==> src/rtl/kara_os_ctrl.sv <==
// Karatsuba carry-less multiply sequencer. It issues z0, z2 and the middle
// product to one shared 32x32 clmul and holds the partials for an external combiner.
module kara_os_ctrl #(
    parameter int HALF_W = 32,
    parameter int PW     = 2*HALF_W-1,
    parameter int CFG_W  = 22
) (
    input  logic                clk,
    input  logic                rst_n,
    input  logic                in_valid,
    output logic                in_ready,
    input  logic [2*HALF_W-1:0] in_a,
    input  logic [2*HALF_W-1:0] in_b,
    input  logic [CFG_W-1:0]    in_cfg,
    output logic                mul_req_valid,
    input  logic                mul_req_ready,
    output logic [HALF_W-1:0]   mul_a,
    output logic [HALF_W-1:0]   mul_b,
    input  logic                mul_rsp_valid,
    input  logic [PW-1:0]       mul_rsp_data,
    output logic [PW-1:0]       os_z0,
    output logic [PW-1:0]       os_z1,
    output logic [PW-1:0]       os_z2,
    output logic [CFG_W-1:0]    os_cfg,
    input  logic [PW-1:0]       os_y,
    output logic                out_valid,
    input  logic                out_ready,
    output logic [PW-1:0]       out_data,
    output logic                busy,
    output logic                err
);

    typedef enum logic [2:0] {
        S_IDLE,
        S_ISSUE,
        S_WAIT,
        S_COMB,
        S_DONE
    } state_t;

    state_t state, state_nx;

    logic [1:0]        issue_cnt;
    logic [1:0]        rsp_cnt;
    logic [HALF_W-1:0] a_lo, a_hi, b_lo, b_hi;
    logic [CFG_W-1:0]  cfg_q;
    logic [PW-1:0]     z0_q, z1_q, z2_q, out_q;
    logic              err_q;

    logic in_fire, req_fire, collecting, rsp_take, rsp_drop, last_rsp;

    assign in_fire    = in_valid & in_ready;
    assign req_fire   = mul_req_valid & mul_req_ready;
    assign collecting = (state == S_ISSUE) || (state == S_WAIT);
    // A response is only meaningful while one of the three slots is still open.
    assign rsp_take   = mul_rsp_valid & collecting & (rsp_cnt != 2'd3);
    assign rsp_drop   = mul_rsp_valid & ~rsp_take;
    assign last_rsp   = rsp_take & (rsp_cnt == 2'd2);

    // NOTE: every signal driven here gets a default first, so no path can infer a latch.
    always_comb begin
        state_nx      = state;
        in_ready      = 1'b0;
        mul_req_valid = 1'b0;
        out_valid     = 1'b0;
        case (state)
            S_IDLE: begin
                in_ready = 1'b1;
                if (in_valid) state_nx = S_ISSUE;
            end
            S_ISSUE: begin
                mul_req_valid = 1'b1;
                if (mul_req_ready && issue_cnt == 2'd2) state_nx = S_WAIT;
            end
            S_WAIT: begin
                // rsp_cnt==3 covers a final response that slipped in during ISSUE.
                if (last_rsp || rsp_cnt == 2'd3) state_nx = S_COMB;
            end
            S_COMB: state_nx = S_DONE;
            S_DONE: begin
                out_valid = 1'b1;
                if (out_ready) state_nx = S_IDLE;
            end
            default: state_nx = S_IDLE;
        endcase
    end

    // Operand select is driven only by registered state, so it holds during a stall.
    always_comb begin
        mul_a = a_lo;
        mul_b = b_lo;
        case (issue_cnt)
            2'd0: begin
                mul_a = a_lo;
                mul_b = b_lo;
            end
            2'd1: begin
                mul_a = a_hi;
                mul_b = b_hi;
            end
            default: begin
                mul_a = a_lo ^ a_hi;
                mul_b = b_lo ^ b_hi;
            end
        endcase
    end

    // NOTE: sequential state uses non-blocking assignments so every flop samples pre-edge values.
    always_ff @(posedge clk or negedge rst_n) begin
        if (!rst_n) state <= S_IDLE;
        else        state <= state_nx;
    end

    always_ff @(posedge clk or negedge rst_n) begin
        if (!rst_n) begin
            issue_cnt <= '0;
            rsp_cnt   <= '0;
            a_lo      <= '0;
            a_hi      <= '0;
            b_lo      <= '0;
            b_hi      <= '0;
            cfg_q     <= '0;
            z0_q      <= '0;
            z1_q      <= '0;
            z2_q      <= '0;
            out_q     <= '0;
            err_q     <= 1'b0;
        end else begin
            if (in_fire) begin
                a_lo      <= in_a[HALF_W-1:0];
                a_hi      <= in_a[2*HALF_W-1:HALF_W];
                b_lo      <= in_b[HALF_W-1:0];
                b_hi      <= in_b[2*HALF_W-1:HALF_W];
                cfg_q     <= in_cfg;
                issue_cnt <= '0;
                rsp_cnt   <= '0;
            end
            if (req_fire) issue_cnt <= issue_cnt + 2'd1;
            if (rsp_take) begin
                case (rsp_cnt)
                    2'd0:    z0_q <= mul_rsp_data;
                    2'd1:    z2_q <= mul_rsp_data;
                    default: z1_q <= mul_rsp_data;
                endcase
                rsp_cnt <= rsp_cnt + 2'd1;
            end
            if (rsp_drop)         err_q <= 1'b1;
            if (state == S_COMB)  out_q <= os_y;
        end
    end

    assign os_z0    = z0_q;
    assign os_z1    = z1_q;
    assign os_z2    = z2_q;
    assign os_cfg   = cfg_q;
    assign out_data = out_q;
    assign busy     = (state != S_IDLE);
    assign err      = err_q;

endmodule

==> config.mk <==
export PLATFORM = sky130hd
export DESIGN_NAME = kara_os_ctrl
export DESIGN_NICKNAME = d
export VERILOG_FILES = /design/src/rtl/kara_os_ctrl.sv
export SDC_FILE = /design/constraint.sdc
export NUM_CORES = 1
export LEC_CHECK = 0
export BUFFER_PORTS_ARGS = -buffer_cell sky130_fd_sc_hd__buf_2
export CORE_AREA = 2 2 241 243
export DETAILED_ROUTE_END_ITERATION = 10
export DIE_AREA = 0 0 243 245
export GPL_ROUTABILITY_DRIVEN = 0
export SYNTH_ARGS = -nofsm -noshare
export SYNTH_HDL_FRONTEND = slang
export SYNTH_SLANG_ARGS = --single-unit
==> constraint.sdc <==
create_clock -name clk -period 2.6 [get_ports clk]
set_clock_uncertainty 0.15 [all_clocks]
set_input_delay 0.13 -clock clk [delete_from_list [all_inputs] [get_ports clk]]
set_output_delay 0.13 -clock clk [all_outputs]
set_load 0.02 [all_outputs]
==> metrics.txt, run 1 <==
via/cell ratio 4.581; Setup-failing EPs final 0; Core Region 57030 um^2; crit path max fanout 21; ranking of synthesized cells by area dfrtp_1 (58%), mux2_4 (11%), nand2_1 (11%); cells after synthesis 1570; CP Launch Type flip-flop; hold slack 28.22 ps; element type at the critical path end output port; dpl cells 2915; Worst Path Required 2320 ps; Synth area leader dfrtp_1; Setup CP Type reg -> out; MaxCap Viol Count 0; # DRC 0; initial antenna violation count 2; Crit. Startpoint issue_cnt[0]; final worst slack 135.2 ps; count leader, synth nand2_1; Max VDD drop 0.0008624 V; post-synthesis sequential area ratio 58.21%; Buffers on Ports 624; area occupied by multi-input gates 6795 um^2; worst-margin pin slew 709.8 ps; pwr dens 1362 nW/um^2; status complete, no violations; Async SR Flop Fraction 100.0%; post-placement setup slack 347.8 ps; H-tree levels 2; Post-Place Cell Area 21700 um^2; count of cell types in the netlist 29; largest net degree at the start of global routing 78; net count reported at finish 2780; Synth warnings 0; Hold Fails Final Rpt 0; Tmin final 2465 ps; die footprint 59540 um^2; Finished Layout Cells 3295; antenna-violating nets left 0; setup TNS 0 ps; area delta synth->final 48.41%; share of layout cells above drive strength 1 40.27%; CTS tree done; initial core utilization 30.91%; Cell Area, Synth 17630 um^2; Seq cells post-synth 410; DR pass1 iterations 5; Synth Area per Inst 11.23 um^2; Max clock buf depth 3; first-pass GRT wire length 86560 um; number of synthesized flops with an enable pin 0; CP arrival 2180 ps; die width 243 um; Reg2Reg Launch Point rsp_cnt[0]; worst-skew pair later-pin latency 570 ps; Iter 0 DRT Violations 618; post-layout util 45.87%; Die H 245 um; crit share post-route 94.80%; Max Slew Vio Count 0; final instance area 26160 um^2; Seq. cell area 10260 um^2; post-DP HPWL 36950 um; Most used DFF post-synth dfrtp_1; clock transition at the registers of the reported paths 60 ps; Post-synth top cells nand2_1 (519), dfrtp_1 (410), mux2_4 (132), nor2_1 (132), o21ai_0 (131); slew margin rel. 52.68%; Design Power 35.63 mW; vias in the first global route 15996; Mapped Nets 1859; routed len/inst 17.05 um; CTS buffer count 45; final WL 56170 um; top-area cell type share of the netlist area 58.21%; grt ovf 0; Filler cells 5227; leakage 13.61 nW; Ports 625; row cnt 88; Max Fclk 405.7 MHz; min-delay worst type in -> async; Vias 15093; clk root buf clkbuf_16; CTS Sinks 410; Tot GR Track Use 18.02%
-- cell families after synthesis --
kind of cell             Yosys count  synth area share [%]
flip-flops                       410                 58.21
adder cells (fa/ha/maj)            7                0.4969
buffers and inverters             96                 3.407
XOR/XNOR                           1                0.1562
multiplexers                     254                 19.03
AND/OR/NAND/NOR                  666                 14.81
AO/OA/AOI/OAI                    136                 3.897
-- worst paths after layout --
path	to	slack [ps]	depth (start not counted)
setup / recovery	mul_b[17]	140	7
hold / removal	os_z2[47]	30	2
setup reg to reg	os_z1[56]	340	5
hold reg to reg	err	320	1
max in group asynchronous	out_data[22]	1380	3
min in group clk	os_cfg[8]	120	4
-- cells in the final DEF (no fill, tap or decap), drive strengths merged, types with 3 or more instances in the layout --
cell type,n
clkinv,9
dlygate4sd3,281
inv,9
a21oi,3
dfrtp,410
buf,679
nor2,132
o21ai,131
clkbuf,74
nand3,6
ha,7
mux2,253
nand2,519
-- report_power, final --
group          internal [mW]  switching [mW]  total, mW
Clock                   3.66            2.68       6.33
Sequential              9.61            1.97       11.6
Combinational           7.39            10.3       17.7
Total                   20.7            15.0       35.6
-- metal layers --
layer	global-route usage [%]	part of all wire (%)
met5	0	0
met4	8.030	3.9
met3	3.641	5.7
met2	31.62	51
met1	21.34	40
-- final cells by class --
class                           instances  share of cell area, %
Sequential cell                       410                  39.22
Multi-Input combinational cell       1064                  25.98
Timing Repair Buffer                  963                  25.37
Clock buffer                           71                  5.256
Tap cell                              765                  3.659
Clock inverter                         13                 0.3970
Inverter                                7                 0.1004
Antenna cell                            2                0.01913
-- state kept, by name (all words and copies together) (netlist names) --
name	flops
os_z0	63
os_z1	63
os_z2	63
out_data	63
a_hi	32
a_lo	32
b_hi	32
b_lo	32
os_cfg	22
state	3
issue_cnt	2
rsp_cnt	2
err	1
-- worst max-delay path: stages (launching register included) --
cell	delay [ps]
dfrtp_2	440
inv_1	130
ha_4	290
buf_4	170
clkbuf_16	180
o21ai_0	100
nand2_1	110
buf_2	180
-- timing repair --
action / CTS / global route
hold buffers: 281 / 0
hold endpoints to repair: 785 / 0
setup buffers: 4 / 7
endpoints found under the setup margin: 49 / 33
cloned: 0 / 2
pin swaps: 0 / 0
gates resized for setup: 0 / 2
No activity file was read; power rests on OpenSTA's default activity.
==> run 2, diff against run 1 <==
--- a/config.mk
+++ b/config.mk
@@ -6,10 +6,14 @@
 export NUM_CORES = 1
 export LEC_CHECK = 0
 export BUFFER_PORTS_ARGS = -buffer_cell sky130_fd_sc_hd__buf_2
-export CORE_AREA = 2 2 241 243
+export CAP_MARGIN = 20
+export CELL_PAD_IN_SITES_DETAIL_PLACEMENT = 1
+export CELL_PAD_IN_SITES_GLOBAL_PLACEMENT = 1
+export CORE_AREA = 2 2 246 248
 export DETAILED_ROUTE_END_ITERATION = 10
-export DIE_AREA = 0 0 243 245
+export DIE_AREA = 0 0 248 250
 export GPL_ROUTABILITY_DRIVEN = 0
+export PLACE_DENSITY = 0.73
 export SYNTH_ARGS = -nofsm -noshare
 export SYNTH_HDL_FRONTEND = slang
 export SYNTH_SLANG_ARGS = --single-unit
==> run 2 against run 1 <==
Total power grew 5.1%. Register-to-register slack lost 40 ps. Critical path type unchanged. Cell count grew 0.76%. Critical endpoint is now mul_b[28]. Via count grew 4.3%. Combinational power grew 5%. Critical path depth grew 2. Sequential power is essentially flat. Design area grew 1.0%. Worst hold slack gained 110 ps. Utilization shrank 1.5 points.
==> metrics.txt, run 2 (same netlist as run 1, synthesis figures left out) <==
cell mode on critical path buf_12; Finished Layout Cells 3320 (+0.76%); leakage 13.66 nW (+0.38%); post-layout util 44.36% (-1.5 points); Switching Fraction 43.35% (+1.3 points); most common cell after layout, fill and taps aside buf_2; status complete, no violations; CTS buffer count 46 (+2.2%); worst-margin pin slew 636.2 ps (-73.60 ps); row cnt 90 (+2.3%); routed len/inst 21.19 um (+24%); Max VDD drop 0.0007569 V (-12%); internal power 21.21 mW (+2.7%); initial core utilization 29.59% (-1.3 points); min-delay worst type in -> reg; Tot GR Track Use 22.19% (+4.2 points); R2R setup slack 300 ps (-40 ps); CTS tree done; H-tree levels 2 (unchanged); slew margin rel. 57.59% (+4.9 points); slowest CP cell dfrtp_2; Vias 15737 (+4.3%); WHS Path Cells 4; Core Region 59570 um^2 (+4.4%); Ports 625 (unchanged); die width 248 um (+2.1%); final WL 70360 um (+25%); sequential share of power 31.8% (-0.7 points); DR pass1 iterations 4 (-1); Hold Fails Final Rpt 0 (unchanged); dpl cells 2924 (+0.31%); Iter 0 DRT Violations 690 (+12%); RSZ-0062 raised after global routing no; via/cell ratio 4.740 (+3.5%); element type at the critical path end output port; share of layout cells above drive strength 1 40.07% (-0.20 points); Worst Path Required 2320 ps (about the same); net count reported at finish 2789 (+0.32%); Max Slew Vio Count 0 (unchanged); Setup CP Type reg -> out; Buffers on Ports 624 (unchanged); grt ovf 0 (unchanged); clk root buf clkbuf_16; CTS Sinks 410 (unchanged); Max Fclk 407.0 MHz (+0.32%); combinational share of power 49.4% (-0.3 points); MaxCap Viol Count 0 (unchanged); largest net degree at the start of global routing 75 (-3.8%); Clk pwr share 18.9% (+1.1 points); Die H 250 um (+2.0%); # DRC 0 (unchanged); initial antenna violation count 6 (+4); antenna-violating nets left 0 (unchanged); CP arrival 2180 ps (about the same); area delta synth->final 49.91%; first-pass GRT wire length 106600 um (+23%); crit share post-route 94.49% (-0.31 points); highest-count cells in the layout ignoring fill and taps buf_2 (623), nand2_1 (519), dfrtp_1 (409); vias in the first global route 18002 (+13%); pwr dens 1417 nW/um^2 (+4.0%); R2R cell count 5 (unchanged); setup TNS 0 ps (unchanged); Setup-failing EPs final 0 (unchanged); post-DP HPWL 42350 um (+15%); CP Launch Type flip-flop; critical path cell sequence inv_2 -> ha_4 -> buf_12 -> buf_4 -> buf_12 -> nor2_1 -> o21ai_0 -> nand2_1 -> buf_2; switching pwr 16.23 mW (+8.4%); crit path max fanout 23 (+9.5%); largest stage delay on the critical path 440 ps (about the same); worst-skew pair later-pin latency 590 ps (+20 ps); die footprint 62000 um^2 (+4.1%); clock transition at the registers of the reported paths 60 ps (about the same); Max clock buf depth 3 (unchanged); Design Power 37.44 mW (+5.1%); Tmin final 2457 ps (-7.932 ps)
## run 2: cell count changes in the layout (fill, tap and decap cells not counted), sizes merged
| cell | previous run | this run |
|---|---|---|
| dlygate4sd3 | 281 | 300 |
| clkbuf | 74 | 65 |
| buf | 679 | 671 |
| bufinv | 0 | 5 |
| diode | 2 | 5 |
| clkinv | 9 | 8 |
| inv | 9 | 8 |
## run 2: layer usage
metal | global-route usage (%) | up-vias | wire length [um]
met5 | 0 | - | 0
met4 | 11.26 | 0 | 3690
met3 | 4.323 | 208 | 3748
met2 | 40.33 | 608 | 36910
met1 | 24.26 | 7939 | 26010
li1 | - | 6982 | -
## run 2: final cells by class
class	count	area, um^2
Clock buffer	65	1383
Inverter	7	26.28
Multi-Input combinational cell	1064	6795
Antenna cell	5	12.51
Clock inverter	16	236.5
Sequential cell	410	10260
Fill cell	6655	33140
Timing Repair Buffer	971	6733
Tap cell	782	978.4
## run 2: path summary, 6_finish.rpt
check	to	from
setup reg to reg	os_z1[19]	rsp_cnt[0]
hold / removal	b_hi[15]	in_b[47]
hold reg to reg	err	err
min in group asynchronous	issue_cnt[0]	rst_n
setup / recovery	mul_b[28]	issue_cnt[0]
max in group asynchronous	b_lo[11]	rst_n
## run 2: critical path, delay by kind of cell, from the launching register on
family / cells / cell delay, ps
buffers and inverters: 5 / 670
AND/OR/NAND/NOR: 2 / 150
adder cells (fa/ha/maj): 1 / 150
AO/OA/AOI/OAI: 1 / 190
flip-flops: 1 / 440
## run 2: what timing repair did
item | 4_1_cts | 5_1_grt
hold buffers | 301 | 0
buffers inserted | 4 | 5
endpoints found under the setup margin | 50 | 38
resized for setup | 0 | 6
endpoints found under the hold margin | 806 | 0
## run 2: power groups by stage
stage	sequential [mW]	combinational, mW	clock [mW]
after CTS	11.7	18.1	7.16
after floorplan	14.0	8.74	0
after global placement	11.4	16.8	0
after detailed placement	11.7	17.4	0
after global routing	12.3	19.7	7.49
final	11.9	18.5	7.07
## run 2: through the flow
stage | instance area, um^2 | hold slack, ps | setup WS, ps
2_1_floorplan | 17630 | -315.6 | 616.7
3_3_place_gp | 21670 | -4.823 | 475.9
3_5_place_dp | 21670 | 8.383 | 413.6
4_1_cts | 26360 | 76.46 | 3.530
5_1_grt | 26430 | 126.6 | 19.56
6_report | 26430 | 139.8 | 143.2
==> run 3, diff against run 2 <==
--- a/config.mk
+++ b/config.mk
@@ -13,7 +13,9 @@
 export DETAILED_ROUTE_END_ITERATION = 10
 export DIE_AREA = 0 0 248 250
 export GPL_ROUTABILITY_DRIVEN = 0
+export HOLD_SLACK_MARGIN = 0.05
 export PLACE_DENSITY = 0.73
+export REMOVE_ABC_BUFFERS = 1
 export SYNTH_ARGS = -nofsm -noshare
 export SYNTH_HDL_FRONTEND = slang
 export SYNTH_SLANG_ARGS = --single-unit
==> run 3 against run 2 <==
Register-to-register slack worse by 120 ps. Non-clock buffer count is 4 higher. Global-route usage is 1.9 points higher. Routed wire length grew 10%. Die area did not move. Total power increased by 3.8%. Sequential power is essentially flat. Design area is 1.2% higher. Sequential cell count stayed put. Clock-buffer cell count fell by 2. Via count up 2.5%. Utilization up 0.53 points. Critical path type unchanged. Critical endpoint is now mul_b[9]. Largest cell class unchanged. Highest routed layer unchanged.
==> metrics.txt, run 3 (same netlist as run 1, synthesis figures left out) <==
status complete, no violations; routed len/inst 23.27 um (+9.8%); highest-count cells in the layout ignoring fill and taps buf_2 (622), nand2_1 (519), dfrtp_1 (409); CTS buffer count 47 (+2.2%); met2 Usage GRT 43.18% (+2.8 points); CTS Sinks 410 (unchanged); min-delay worst type in -> async; clk root buf clkbuf_16; Max Slew Vio Count 0 (unchanged); GR Layer Usage met3 5.807% (+1.5 points); leakage 13.80 nW (+1.0%); row cnt 90 (unchanged); Hold Fails Final Rpt 0 (unchanged); clock transition at the registers of the reported paths 70 ps (about the same); CP Buf/Inv Count 4 (-1); final worst slack 80.77 ps (-62.41 ps); share of layout cells above drive strength 1 40.28% (+0.21 points); slew margin rel. 64.68% (+7.1 points); Max VDD drop 0.0007669 V (+1.3%); CP top delay family buffers and inverters; met1 usage 25.42% (+1.2 points); critical path cell sequence inv_2 -> ha_4 -> buf_12 -> buf_16 -> nor2_1 -> o21ai_0 -> nand2_1 -> buf_2; die footprint 62000 um^2 (unchanged); crit path max fanout 25 (+8.7%); die width 248 um (unchanged); initial antenna violation count 11 (+5); Worst Path Required 2320 ps (about the same); post-placement setup slack 461.9 ps (+48.27 ps); vias in the first global route 18814 (+4.5%); Tot GR Track Use 24.14% (+1.9 points); element type at the critical path end output port; post-DP HPWL 43550 um (+2.8%); DR pass1 iterations 7 (+3); Ports 625 (unchanged); Die H 250 um (unchanged); worst-margin pin slew 529.7 ps (-106.4 ps); H-tree levels 2 (unchanged); CP arrival 2240 ps (+60 ps); GR peak layer met2; largest net degree at the start of global routing 84 (+12%); Buffers on Ports 624 (unchanged); Max clock buf depth 3 (unchanged); Max Fclk 396.9 MHz (-2.5%); Vias 16135 (+2.5%); pwr dens 1453 nW/um^2 (+2.6%); first-pass GRT wire length 114200 um (+7.2%); Core Region 59570 um^2 (unchanged); MaxCap Viol Count 0 (unchanged); final WL 77610 um (+10%); Setup CP Type reg -> out; area delta synth->final 51.70%; Setup-failing EPs final 0 (unchanged); crit share post-route 96.89% (+2.4 points); most common cell after layout, fill and taps aside buf_2; net count reported at finish 2794 (+0.18%); Tmin final 2519 ps (+62.41 ps); Design Power 38.86 mW (+3.8%); # DRC 0 (unchanged); CP Launch Type flip-flop; slowest CP cell dfrtp_1; grt ovf 0 (unchanged); CTS tree done; antenna-violating nets left 0 (unchanged); Iter 0 DRT Violations 637 (-7.7%); via/cell ratio 4.838 (+2.1%); initial core utilization 29.59% (unchanged); largest stage delay on the critical path 410 ps (-30 ps); worst-skew pair later-pin latency 620 ps (+30 ps)
==> run 3: final cells by class <==
type,instances,area [um^2]
Antenna cell,11,27.53
Clock buffer,63,1346
Clock inverter,23,361.6
Fill cell,6586,32830
Inverter,7,26.28
Multi-Input combinational cell,1064,6795
Sequential cell,410,10260
Tap cell,782,978.4
Timing Repair Buffer,975,6944
==> run 3: tightest hold or removal path, delay by kind of cell <==
kind / cells / cell delay [ps]
buffers and inverters: 3 / 1070
==> run 3: per-stage QoR <==
stage / cell area (um^2) / utilization, % / setup TNS [ps] / cells / hold WS, ps
after floorplan: 17050 / - / -364290 / 1481 / -315.6
after global placement: 21630 / 36.30 / 0 / 2918 / -30.32
after detailed placement: 21630 / 36.30 / 0 / 2918 / -19.97
after CTS: 26510 / 44.50 / 0 / 3311 / 72.92
after global routing: 26740 / 44.89 / -39.98 / 3335 / 110.7
final: 26740 / 44.89 / 0 / 3335 / 114.5
==> run 3: path summary, 6_finish.rpt <==
kind	cells after the start	to	slack, ps	from
max	8	mul_b[9]	80	issue_cnt[1]
min reg2reg	2	os_cfg[18]	320	os_cfg[18]
min in group clk	3	state[2]	120	out_ready
max in group asynchronous	4	a_hi[18]	1700	rst_n
min	3	os_z2[43]	110	rst_n
max reg2reg	6	a_lo[5]	180	state[0]
==> run 3: power by group <==
part / leakage, nW / internal, mW / switching (mW) / total [mW]
sequential: 4.94 / 9.61 / 2.40 / 12.0
clock: 0.843 / 4.37 / 3.02 / 7.39
combinational: 8.02 / 7.68 / 11.8 / 19.5
total: 13.8 / 21.7 / 17.2 / 38.9
==> run 3: what timing repair did <==
action,4_1_cts,5_1_grt
hold buffers,299,0
endpoints found under the setup margin,52,51
endpoints found under the hold margin,802,0
cloned,4,5
pin swaps,1,3
setup buffers,4,9
gates resized for setup,7,13
==> run 3: layer usage <==
layer	share of wire, %	routed length, um	up-vias
met1	35	27410	8219
met5	0	0	-
met3	6.1	4734	249
li1	-	-	6993
met4	6.1	4736	0
met2	52	40730	674
